## config.mk

```make
export PLATFORM = sky130hd
export DESIGN_NAME = fetch_stage
export DESIGN_NICKNAME = d
export VERILOG_FILES = /design/src/rtl/otter_pipe_pkg.sv /design/src/rtl/fetch_skid_buffer.sv /design/src/rtl/fetch_stage.sv
export SDC_FILE = /design/constraint.sdc
export NUM_CORES = 1
export LEC_CHECK = 0
export CAP_MARGIN = 20
export CORE_ASPECT_RATIO = 1.25
export CORE_MARGIN = 5
export CORE_UTILIZATION = 55
export CTS_BUF_LIST = sky130_fd_sc_hd__clkbuf_4
export CTS_CLUSTER_SIZE = 14
export DETAILED_ROUTE_END_ITERATION = 16
export PLACE_DENSITY = 0.86
export SLEW_MARGIN = 20
export SYNTH_ARGS = -nofsm -noshare
export SYNTH_HDL_FRONTEND = slang
export SYNTH_HIERARCHICAL = 1
export SYNTH_SLANG_ARGS = --single-unit
```

## constraint.sdc

```tcl
create_clock -name clk -period 5.34 [get_ports clk]
set_input_delay 1.335 -clock clk [delete_from_list [all_inputs] [get_ports clk]]
set_output_delay 1.335 -clock clk [all_outputs]
set_load 0.02 [all_outputs]
```

## src/rtl/otter_pipe_pkg.sv

```systemverilog
// Shared definitions for the OTTER pipeline front end.
//   - Default reset PC and NOP bubble encoding used by fetch.
//   - Opcode constants shared with the data-hazard unit.
//   - fetch_pkt_t: instruction word paired with the PC it was fetched from.
//   - align_word(): forces a byte address onto a 4-byte boundary.
package otter_pipe_pkg;

  localparam logic [31:0] RESET_PC_DEF  = 32'h0000_0000;
  localparam logic [31:0] NOP_INSTR_DEF = 32'h0000_0013;  // addi x0,x0,0

  localparam logic [6:0] OP_BRANCH = 7'b1100011;
  localparam logic [6:0] OP_STORE  = 7'b0100011;
  localparam logic [6:0] OP_RTYPE  = 7'b0110011;

  typedef struct packed {
    logic [31:0] ir;
    logic [31:0] pc;
  } fetch_pkt_t;

  // Low two address bits are ignored by clearing them.
  function automatic logic [31:0] align_word(input logic [31:0] addr);
    return addr & 32'hFFFF_FFFC;
  endfunction

endpackage

```

## src/rtl/fetch_skid_buffer.sv

```systemverilog
// One-entry holding register for an instruction returning from memory while
// decode is stalled.
// Ports:
//   clk, rst_n  : clock, asynchronous active-low reset
//   i_load      : capture i_pkt (a response arriving during a stall)
//   i_drain     : entry has been consumed by IF/ID this cycle
//   i_flush     : discard the entry (redirect); wins over load/drain
//   i_pkt       : incoming instruction/PC pair
//   o_valid     : entry holds a pending instruction
//   o_pkt       : held instruction/PC pair
module fetch_skid_buffer
  import otter_pipe_pkg::*;
(
  input  logic       clk,
  input  logic       rst_n,
  input  logic       i_load,
  input  logic       i_drain,
  input  logic       i_flush,
  input  fetch_pkt_t i_pkt,
  output logic       o_valid,
  output fetch_pkt_t o_pkt
);

  logic       r_valid;
  fetch_pkt_t r_pkt;

  always_ff @(posedge clk or negedge rst_n) begin
    if (!rst_n) begin
      r_valid <= 1'b0;
      r_pkt   <= '0;
    end else if (i_flush) begin
      r_valid <= 1'b0;
      r_pkt   <= '0;
    end else if (i_drain) begin
      r_valid <= 1'b0;
    end else if (i_load) begin
      r_valid <= 1'b1;
      r_pkt   <= i_pkt;
    end
  end

  assign o_valid = r_valid;
  assign o_pkt   = r_pkt;

endmodule

```

## src/rtl/fetch_stage.sv

```systemverilog
// OTTER instruction-fetch stage: PC register, synchronous instruction-memory
// request tracking, skid buffer for stalls, and the IF/ID register.
// Ports:
//   clk, rst_n      : clock, asynchronous active-low reset
//   pc_write        : 0 freezes the PC (no new fetch)
//   reg_en          : 0 holds IF/ID
//   redirect_valid  : taken branch/jump, flushes fetch (overrides stall)
//   redirect_pc     : redirect target, low two bits ignored
//   imem_addr       : instruction-memory read address (the PC register)
//   imem_rd_en      : read strobe
//   imem_rdata      : read data, valid one cycle after imem_rd_en only
//   ifid_ir/ifid_pc : instruction and its PC for decode
//   ifid_valid      : 1 = real instruction, 0 = bubble
module fetch_stage
  import otter_pipe_pkg::*;
#(
  parameter logic [31:0] RESET_PC  = RESET_PC_DEF,
  parameter logic [31:0] NOP_INSTR = NOP_INSTR_DEF
) (
  input  logic        clk,
  input  logic        rst_n,
  input  logic        pc_write,
  input  logic        reg_en,
  input  logic        redirect_valid,
  input  logic [31:0] redirect_pc,
  output logic [31:0] imem_addr,
  output logic        imem_rd_en,
  input  logic [31:0] imem_rdata,
  output logic [31:0] ifid_ir,
  output logic [31:0] ifid_pc,
  output logic        ifid_valid
);

  logic [31:0] r_pc;
  logic        r_req_valid;
  logic [31:0] r_req_pc;
  logic        r_ifid_valid;
  logic [31:0] r_ifid_ir;
  logic [31:0] r_ifid_pc;

  logic       w_issue;
  logic       w_resp;
  fetch_pkt_t w_resp_pkt;
  logic       w_skid_valid;
  fetch_pkt_t w_skid_pkt;
  logic       w_skid_load;
  logic       w_skid_drain;
  logic       w_src_valid;
  fetch_pkt_t w_src_pkt;

  // A fetch needs both hazard enables: issuing while IF/ID is frozen would
  // produce a second response with nowhere to go once the skid is full.
  assign w_issue = !redirect_valid && pc_write && reg_en;

  // The memory answers exactly one cycle after the request.
  assign w_resp        = r_req_valid;
  assign w_resp_pkt.ir = imem_rdata;
  assign w_resp_pkt.pc = r_req_pc;

  assign w_skid_load  = !redirect_valid && !reg_en && w_resp;
  assign w_skid_drain = !redirect_valid && reg_en;

  fetch_skid_buffer u_skid (
    .clk     (clk),
    .rst_n   (rst_n),
    .i_load  (w_skid_load),
    .i_drain (w_skid_drain),
    .i_flush (redirect_valid),
    .i_pkt   (w_resp_pkt),
    .o_valid (w_skid_valid),
    .o_pkt   (w_skid_pkt)
  );

  // The skid entry is older than any live response, so it goes first.
  always_comb begin
    w_src_valid = w_skid_valid || w_resp;
    w_src_pkt   = w_skid_valid ? w_skid_pkt : w_resp_pkt;
  end

  always_ff @(posedge clk or negedge rst_n) begin
    if (!rst_n) begin
      r_pc <= RESET_PC;
    end else if (redirect_valid) begin
      r_pc <= align_word(redirect_pc);
    end else if (w_issue) begin
      r_pc <= r_pc + 32'd4;
    end
  end

  always_ff @(posedge clk or negedge rst_n) begin
    if (!rst_n) begin
      r_req_valid <= 1'b0;
      r_req_pc    <= '0;
    end else begin
      r_req_valid <= w_issue;
      if (w_issue) begin
        r_req_pc <= r_pc;
      end
    end
  end

  always_ff @(posedge clk or negedge rst_n) begin
    if (!rst_n) begin
      r_ifid_valid <= 1'b0;
      r_ifid_ir    <= NOP_INSTR;
      r_ifid_pc    <= '0;
    end else if (redirect_valid) begin
      r_ifid_valid <= 1'b0;
      r_ifid_ir    <= NOP_INSTR;
      r_ifid_pc    <= '0;
    end else if (reg_en) begin
      r_ifid_valid <= w_src_valid;
      if (w_src_valid) begin
        r_ifid_ir <= w_src_pkt.ir;
        r_ifid_pc <= w_src_pkt.pc;
      end else begin
        r_ifid_ir <= NOP_INSTR;
        r_ifid_pc <= '0;
      end
    end
  end

  assign imem_addr  = r_pc;
  assign imem_rd_en = w_issue;
  assign ifid_ir    = r_ifid_ir;
  assign ifid_pc    = r_ifid_pc;
  assign ifid_valid = r_ifid_valid;

endmodule

```

# [Word level (Yosys, flattened, before mapping)]
# Index checks and enable logic that the tools add are counted.
[op_classes] n_addsub=1 n_eq_ne=1 mux=17 reduce_logical=13
[op_table] op="$mux 32" n=8
[op_table] op="$mux 64" n=4
[op_table] op="$add 32x3->32 const B" n=1
[op_table] op="$reduce_bool 2->1" n=3
[op_table] op="$logic_and 1x1->1" n=5
[op_table] op="$mux 1" n=5
[op_table] op="$reduce_bool 3->1" n=1
[op_table] op="$logic_not 1->1" n=2
[op_table] op="$ne 2x2->1 const B" n=1
[op_table] op="$reduce_and 2->1" n=1
[op_table] op="$logic_or 1x1->1" n=1
[word_totals] register_bits=195 in_bits=69 out_inout_bits=98 elab_cells=41

# [Depth between registers and ports, before layout]
[depth] depth_word=6 mapped_depth=7 ltp_nobuf=6

# [Hierarchy]
# Netlist, hierarchy kept.
[modules_own_cells] mod="fetch_stage" n_inst=1 cells_per_inst=606 area_per_inst_um2=5914.4 seq_area_each_um2=3156.8
[modules_own_cells] mod="fetch_skid_buffer" n_inst=1 cells_per_inst=295 area_per_inst_um2=3478.3 seq_area_each_um2=1626.6

# [Least setup slack after synthesis]
# Ideal clock, no wire load.
[synth_timing] kind="input to output" start="input port reg_en" end="output port imem_rd_en" t_arrival_ps=2160 required_ps=4005 path_slack_ps=1845 cell_stages=4 n_path_buf=1 path_cell_list="and2_1 > nand2_1 > inv_2 > buf_1"
[synth_via] elab_chain_cells=1
[synth_rtl] element="start, declared" line_no="fetch_stage.sv:23" text="input logic reg_en,"
[synth_rtl] element="$logic_and 1x1->1" line_no="fetch_stage.sv:53" text="assign w_issue = !redirect_valid && pc_write && reg_en;"
[synth_rtl] element="end, declared" line_no="fetch_stage.sv:27" text="output logic imem_rd_en,"
# No other way between the ends.

# [Final worst setup path]
# Same ends and word-level chain as after synthesis.

==> impl_metrics.ini <==
[outcome]
status = finished, final reports clean

[drt]
wl_per_cell_um = 17.9
drtAntennaViolNets = 0
drc = 0
wirelength_mm = 22.5
vias = 7246
first_pass_iters = 5
vias_per_cell = 5.75
drt_iter0_markers = 579

[sta]
hold_violations = 0
layout_setup_ws_ns = 0.902
max_freq_ghz = 0.225
rsz0062_at_grt = no
finalCriticalPeriod_ns = 4.44
fin_crit_sh_pct = 83.1
worst_pin_slew_ns = 0.957
tns_ns = 0
final-setup-viol-count = 0
drv_slew = 0
relSlewSlack_pct = 36.2
finClkSkew_ns = 0.0167

[floorplan]
initial_core_util_pct = 56.0
dieArea_um2 = 19800
dieWidth_um = 127
ios = 167
coreArea_um2 = 16800
die_height_um = 156
rows = 53

[clock_tree]
cts.sinks = 191
post_cts_buffers = 0
post_cts_resize_count = 0
htree_levels = 4
cts_hold_buf = 0
clock_latency_ns = 0.57
clk_path_buf_depth = 2
cts_made_buffers = 17
cts_tree = done
cts_root_buf = clkbuf_4
cts.clk_slew.worst_paths_ns = 0.13

[worst_hold_path]
hold_class = reg2reg

[cells_and_area]
n_fill_cell = 1324
syn2layout_area_growth_pct = 20.0
final_common_cell = nand2_1
drive_above_1_share_pct = 9.90
fin_nets = 1097
final_cell_mix = 192 x nand2_1, 187 x dfrtp_1, 160 x clkdlybuf4s50_1, 68 x o21ai_0, 66 x nand2b_1

[yosys]
avgSynthCellArea_um2 = 10.4
ys_dominant_reg_cell = dfrtp_1
ys_warn_count = 6
synth-seq-cells = 191
ys_seq_area_share_pct = 50.9
synth_cell_type_count = 52
async_flop_share_pct = 100
netlist_area_um2 = 9390
synth_edf_count = 0
syn_inst = 901

[worst_setup_path]
critPathLaunchType = primary input
arrival_ns = 3.10
reg2reg_setup_slack_ns = 2.85
path_class = in2out
path_max_fanout = 12
required_ns = 4.01
worst_setup_path_end_kind = primary output

[grt]
overflow = 0
antenna_found_initial = 1
grt_first_pass_wirelength_mm = 38.0
grt_util_all_layers_pct = 23.6
grt_max_degree = 118
grt_pass1_vias = 7377

[power_and_ir_drop]
ir_worst_vdd_mv = 0.162
power_density_nw_per_um2 = 244
p_leak_nw = 4.58
power_w = 0.00275

[job]
cap_viol_max_count = 0

[placement]
gp_congestion = 0.854
hpwl_mm = 14.2
pre_cts_ws_ns = 0.895
port_buffers = 162
==> layer usage <==
metal / vias up / GRT usage, % / part of all wire, %
li1: 3408 / - / -
met1: 3580 / 32.0 / 44
met2: 222 / 38.4 / 48
met3: 36 / 4.14 / 5.0
met4: 0 / 8.53 / 2.4
met5: - / 0 / 0
==> metrics by stage <==
stage | hold WS [ns] | utilization, % | cells | area [um^2]
detailed placement | 0.470 | 65.6 | 1228 | 11000
floorplan | 0.467 | - | 904 | 9400
CTS | 0.499 | 67.2 | 1260 | 11300
global placement | 0.458 | 65.6 | 1228 | 11000
global route | 0.518 | 67.2 | 1261 | 11300
finish | 0.495 | 67.2 | 1261 | 11300
==> report_power, final <==
| part | switching (W) | internal, W | leakage, nW |
|---|---|---|---|
| sequential | 0.0000892 | 0.00152 | 2.56 |
| clock | 0.000463 | 0.000289 | 0.147 |
| combinational | 0.000206 | 0.000185 | 1.88 |
==> sequential cells by signal (all words and copies together), names as in the netlist <==
name / flops
r_req_pc: 30
u_skid/o_pkt: 64
ifid_valid: 1
ifid_pc: 32
r_req_valid: 1
ifid_ir: 32
u_skid/o_valid: 1
imem_addr: 30
==> critical path: stages <==
cell and delay (ns):
clkdlybuf4s50_1 0.45, buf_4 0.19, and2_1 0.14, buf_4 0.19, nand2_1 0.11, inv_2 0.08
clkdlybuf4s50_1 0.60
==> area by class of cell <==
class,instances,area [um^2],share of cell area [%]
multi-input cells,639,4210,37.3
clock inverters,12,119,1.05
diodes,1,2.50,0.0222
repair buffers,176,1730,15.3
clock buffers,20,150,1.33
inverters,2,7.51,0.0666
well taps,220,275,2.44
flip-flops and latches,191,4790,42.5
==> cell usage after synthesis, types with 6 or more instances <==
library cell	n	area (um^2)
nand2_1	192	721
o21ai_2	30	263
nand3_1	17	85.1
o211ai_1	8	60.1
clkbuf_1	27	101
xnor2_1	8	70.1
nand4bb_1	64	721
nand2b_1	66	413
mux2_2	6	67.6
xor2_1	8	70.1
o21ai_0	68	340
nor2_1	8	30.0
buf_2	26	130
nand4_1	11	68.8
mux2i_1	59	591
o21ai_1	39	195
dfrtp_1	188	4700
==> final timing paths <==
kind	start	to	cells after the start
max	reg_en	imem_rd_en	7
min	ifid_ir[21]	ifid_ir[21]	2
max reg2reg	u_skid/o_valid	ifid_pc[23]	4
min reg2reg	ifid_ir[21]	ifid_ir[21]	2
max in group asynchronous	rst_n	u_skid/o_valid	2
min in group asynchronous	rst_n	imem_addr[22]	1
==> cell families after synthesis <==
kind of cell    share of synthesized area, %
compound gates                          10.7
fa+ha+maj                              0.133
buf+inv                                 4.77
xor+xnor                                1.49
mux                                     7.01
other cells                           0.0399
simple gates                            24.9
flops                                   50.9
Power figures use the tool's default switching activity.
==> patch 1: new RTL, config.mk and constraints unchanged <==
Make the reset (`rst_n`) synchronous in 4 clocked blocks. Comments in the files are not updated.
--- a/src/rtl/fetch_skid_buffer.sv
+++ b/src/rtl/fetch_skid_buffer.sv
@@ -25,5 +25,5 @@
   fetch_pkt_t r_pkt;
 
-  always_ff @(posedge clk or negedge rst_n) begin
+  always_ff @(posedge clk) begin
     if (!rst_n) begin
       r_valid <= 1'b0;
--- a/src/rtl/fetch_stage.sv
+++ b/src/rtl/fetch_stage.sv
@@ -78,5 +78,5 @@
   end
 
-  always_ff @(posedge clk or negedge rst_n) begin
+  always_ff @(posedge clk) begin
     if (!rst_n) begin
       r_pc <= RESET_PC;
@@ -88,5 +88,5 @@
   end
 
-  always_ff @(posedge clk or negedge rst_n) begin
+  always_ff @(posedge clk) begin
     if (!rst_n) begin
       r_req_valid <= 1'b0;
@@ -100,5 +100,5 @@
   end
 
-  always_ff @(posedge clk or negedge rst_n) begin
+  always_ff @(posedge clk) begin
     if (!rst_n) begin
       r_ifid_valid <= 1'b0;
Formal check against the unedited RTL: differs if rst_n is asserted again (counterexample within 4 cycles, from zero or initial values and one cycle with rst_n low); with rst_n held inactive, the same outputs for 4 cycles.
==> patch 1 against the unedited design <==
Final area fell by 11%; total power is 5.3% lower; worst setup slack improved by 250 ps; first-iteration DRC count grew 60%; combinational power decreased by 23%; synthesized area is 12% lower; wire length fell by 2.9%; clock skew is 1.2 ps lower; sequential cell count did not move; sequential power shrank 7%; largest cell class is now multi-input gates; highest routed layer unchanged.
==> patch 1: results (changes against the unedited design) <==
| Metric | Value |
|---|---|
| Status | `complete, no violations` |
| Top cells by count, synth | `nand2_1 (326), dfxtp_1 (191), a21oi_1 (104)` |
| Clk_skew | `15.5 ps (-1.16 ps)` |
| Worst r2r src | `r_req_valid` |
| Top cells by area, synth | `dfxtp_1 (46%), nand2_1 (15%), a21oi_1 (6.3%)` |
| Switching Fraction | `0.258 (-0.0174)` |
| GPL Wtd Cong | `0.891 (+4.3%)` |
| WL per Instance | `15.7 um (-12%)` |
| Total wire length after detailed routing | `21900 um (-2.9%)` |
| Largest net degree at the start of global routing | `129 (+9.3%)` |
| Initial DRC count | `927 (+60%)` |
| Post-CTS Setup Bufs | `0 (unchanged)` |
| Reg2reg setup slack | `2870 ps (+20 ps)` |
| Max VDD drop | `0.000129 V (-20%)` |
| Vias per std cell | `5.78 (+0.64%)` |
| Tightest Hold Check Type | `register to register` |
| Netlist cell types | `52 (unchanged)` |
| Sw Pwr | `673 uW (-11%)` |
| Total CTS buffers | `17 (unchanged)` |
| Ys flop type | `dfxtp_1` |
| Share of layout cells above drive strength 1 | `0.0471 (-0.0519)` |
| Worst hold slack | `463 ps (-31.9 ps)` |
| Htree depth | `4 (unchanged)` |
| Max reg flops | `64 (unchanged)` |
| Post-synth ARST share | `0 (-1.00)` |
| WP data arrival | `2850 ps (-250 ps)` |
| Placed Cells incl. Taps | `1358 (+11%)` |
| Global-route wire length before repair | `36000 um (-5.4%)` |
| Max-slew violation count | `0 (unchanged)` |
| Register area share after synthesis | `0.465 (-0.0445)` |
| Tightest Pin Transition | `1070 ps (+110 ps)` |
| Setup crit start | `pc_write` |
| Clk pwr | `803 uW (+6.8%)` |
| Dpl cell area | `9760 um2 (-11%)` |
| Worst hold endpoint | `u_skid/o_pkt[35]` |
| Hold depth | `2 (unchanged)` |
| Synth Warn # | `6 (unchanged)` |
| Logic pwr share | `0.116 (-0.026)` |
| Placement Setup Slack | `1200 ps (+304 ps)` |
| I/O Buffers | `162 (unchanged)` |
| Fill cells | `1230 (-7.1%)` |
| CTS Buffer Depth | `2 (unchanged)` |
| Reg2reg path depth | `6 (+2)` |
| Drt pass-1 iters | `6 (+1)` |
| Worst r2r dst | `u_skid/o_pkt[36]` |
| Vias in the first global route | `7170 (-2.8%)` |
| Resized cells post-CTS | `0 (unchanged)` |
| Syn avg cell area | `7.55 um2 (-28%)` |
| Final #Nets | `1266 (+15%)` |
| Max stage delay on crit path | `640 ps (+40 ps)` |
| DP HPWL | `14300 um (+0.89%)` |
| LEAKAGE | `3.16 nW (-31%)` |
| Worst hold start | `u_skid/o_pkt[35]` |
| GRT Total Usage | `0.247 (+0.0109)` |
| Worst-path fanout max | `6 (-6)` |
| Tcrit/Tclk final | `0.784 (-0.0470)` |
patch 1: logic make-up after synthesis:
family                   Yosys count  share of synthesized area
AO/OA/AOI/OAI                    279                      0.201
multiplexers                       1                    0.00122
flip-flops                       191                      0.465
adder cells (fa/ha/maj)            1                    0.00152
AND/OR/NAND/NOR                  504                      0.263
buffers and inverters            103                     0.0593
other                              1                   0.000456
XOR/XNOR                           9                    0.00958
patch 1: per-layer routing:
metal  vias up  wire, um  global-route usage
li1       3948         -                   -
met1      3698      9430               0.330
met2       361     10300               0.392
met3        43      1570              0.0504
met4         0       580               0.100
met5         -         0                   0
patch 1: area by class of cell:
type | count | area [um2] | share of cell area
multi-input cells | 798 | 3940 | 0.391
flip-flops and latches | 191 | 3830 | 0.380
repair buffers | 177 | 1750 | 0.174
well taps | 182 | 228 | 0.0226
clock buffers | 20 | 150 | 0.0149
clock inverters | 12 | 144 | 0.0143
inverters | 11 | 41.3 | 0.00409
diodes | 1 | 2.50 | 0.000248
==> patch 2: new RTL, same settings <==
Made on the original files. Register the output `imem_rd_en`, without a reset; this adds one clock of latency there. The other outputs are not delayed to match. Comments in the files are not updated.
--- a/src/rtl/fetch_stage.sv
+++ b/src/rtl/fetch_stage.sv
@@ -122,5 +122,7 @@
 
   assign imem_addr  = r_pc;
-  assign imem_rd_en = w_issue;
+  always_ff @(posedge clk) begin
+    imem_rd_en <= w_issue;
+  end
   assign ifid_ir    = r_ifid_ir;
   assign ifid_pc    = r_ifid_pc;
Behaviour: not the same (a bounded check fails within 4 cycles, from zero or initial values and one cycle with rst_n low).
==> patch 2 against the unedited design <==
Final area is essentially flat; via count shrank 0.36%; die area grew 0.20%; hold slack lost 0.55 ps; synthesized area grew 0.21%; clock power grew 3.3%; total power grew 1.2%; sequential cell count grew 1; first-iteration DRC count grew 1.4%; worst setup slack gained 770 ps; wire length shrank 0.45%.
==> patch 2: results (changes against the unedited design) <==
| Metric | Value |
|---|---|
| Post-synth ARST share | `0.995 (-0.00521)` |
| Final #Nets | `1094 (-0.27%)` |
| Share of layout cells above drive strength 1 | `0.0993 (+0.000287)` |
| Max VDD drop | `0.000126 V (-22%)` |
| Top delay family on crit path | `buffers and inverters` |
| Largest net degree at the start of global routing | `137 (+16%)` |
| Vias per std cell | `5.73 (-0.20%)` |
| Mux cell area share after synthesis | `0.0699 (-0.000149)` |
| WP data arrival | `4100 ps (+1000 ps)` |
| GPL Wtd Cong | `0.914 (+7.0%)` |
| Initial DRC count | `587 (+1.4%)` |
| Vias in the first global route | `7233 (-2.0%)` |
| Compound-Gate Fraction of Synth Area | `0.107 (-0.000227)` |
| Register area share after synthesis | `0.510 (+0.00104)` |
| WL per Instance | `17.8 um (-0.29%)` |
| Reg clk slew, reported paths | `150 ps (+20 ps)` |
| Worst-path fanout max | `46 (+34)` |
| Post-synthesis xor/xnor area fraction | `0.0149 (-0.0000317)` |
| Max stage delay on crit path | `690 ps (+90 ps)` |
| Adder-cell share of the synthesized area | `0.00133 (-0.00000283)` |
| Post-CTS Setup Bufs | `0 (unchanged)` |
| Tightest Pin Transition | `1010 ps (+52.0 ps)` |
| Initial antenna violation count | `2 (+1)` |
| Synth Warn # | `6 (unchanged)` |
| Status | `complete, no violations` |
| Top cells by area, synth | `dfrtp_1 (50%), nand2_1 (7.7%), nand4bb_1 (7.7%)` |
| Netlist cell types | `53 (+1.9%)` |
| DP HPWL | `14500 um (+1.9%)` |
| LEAKAGE | `4.57 nW (-0.15%)` |
| Drt pass-1 iters | `4 (-1)` |
| Clk_skew | `22.5 ps (+5.82 ps)` |
| Fill cells | `1328 (+0.30%)` |
| GRT Total Usage | `0.232 (-0.00396)` |
| Global-route wire length before repair | `37300 um (-1.8%)` |
[patch 2: cell count changes after synthesis, sizes merged]
cell,before,now
dfxtp,0,1
[patch 2: routing by layer]
layer	up-vias	global-route usage	share of wire
met4	0	0.0756	0.019
met5	-	0	0
met3	28	0.0454	0.045
met2	208	0.378	0.50
met1	3569	0.314	0.44
li1	3415	-	-
[patch 2: cell type report]
type | instances | area share
sequential | 192 | 0.426
multi-input combinational | 639 | 0.373
timing repair buffer | 172 | 0.151
tap | 220 | 0.0244
clock inverter | 14 | 0.0124
clock buffer | 18 | 0.0120
inverter | 2 | 0.000666
antenna | 2 | 0.000444
[patch 2: per-stage QoR]
| stage | cells | hold WS, ps | setup WS (ps) | area (um2) |
|---|---|---|---|---|
| floorplan | 905 | 467 | 2740 | 9420 |
| global placement | 1225 | 460 | 1110 | 11000 |
| detailed placement | 1225 | 470 | 1050 | 11000 |
| CTS | 1257 | 501 | 1700 | 11300 |
| global route | 1259 | 522 | 1600 | 11300 |
| finish | 1259 | 494 | 1670 | 11300 |
[patch 2: path summary, 6_finish.rpt]
kind                                start               end  slack (ps)  cells after the start
setup / recovery                   reg_en  u_skid/o_pkt[21]        1670                      6
hold / removal                ifid_pc[14]       ifid_pc[14]         490                      2
setup reg to reg           u_skid/o_valid        ifid_ir[4]        3210                      3
hold reg to reg               ifid_pc[14]       ifid_pc[14]         490                      2
max in group asynchronous           rst_n   u_skid/o_pkt[7]        3320                      2
min in group asynchronous           rst_n        ifid_valid         860                      1
[patch 2: cell families after synthesis]
logic type | after synthesis
simple gates | 391
flops | 192
compound gates | 162
buf+inv | 74
mux | 65
xor+xnor | 16
fa+ha+maj | 1
other cells | 1
[patch 2: power by group]
group	switching, mW	internal (mW)
registers	0.0906	1.53
clock network	0.494	0.282
logic	0.207	0.184
total	0.792	1.99
[patch 2: worst min-delay path: cells and delay by family (launching register included)]
kind / cells / cell delay, ps
flops: 1 / 370
compound gates: 1 / 60
simple gates: 1 / 50
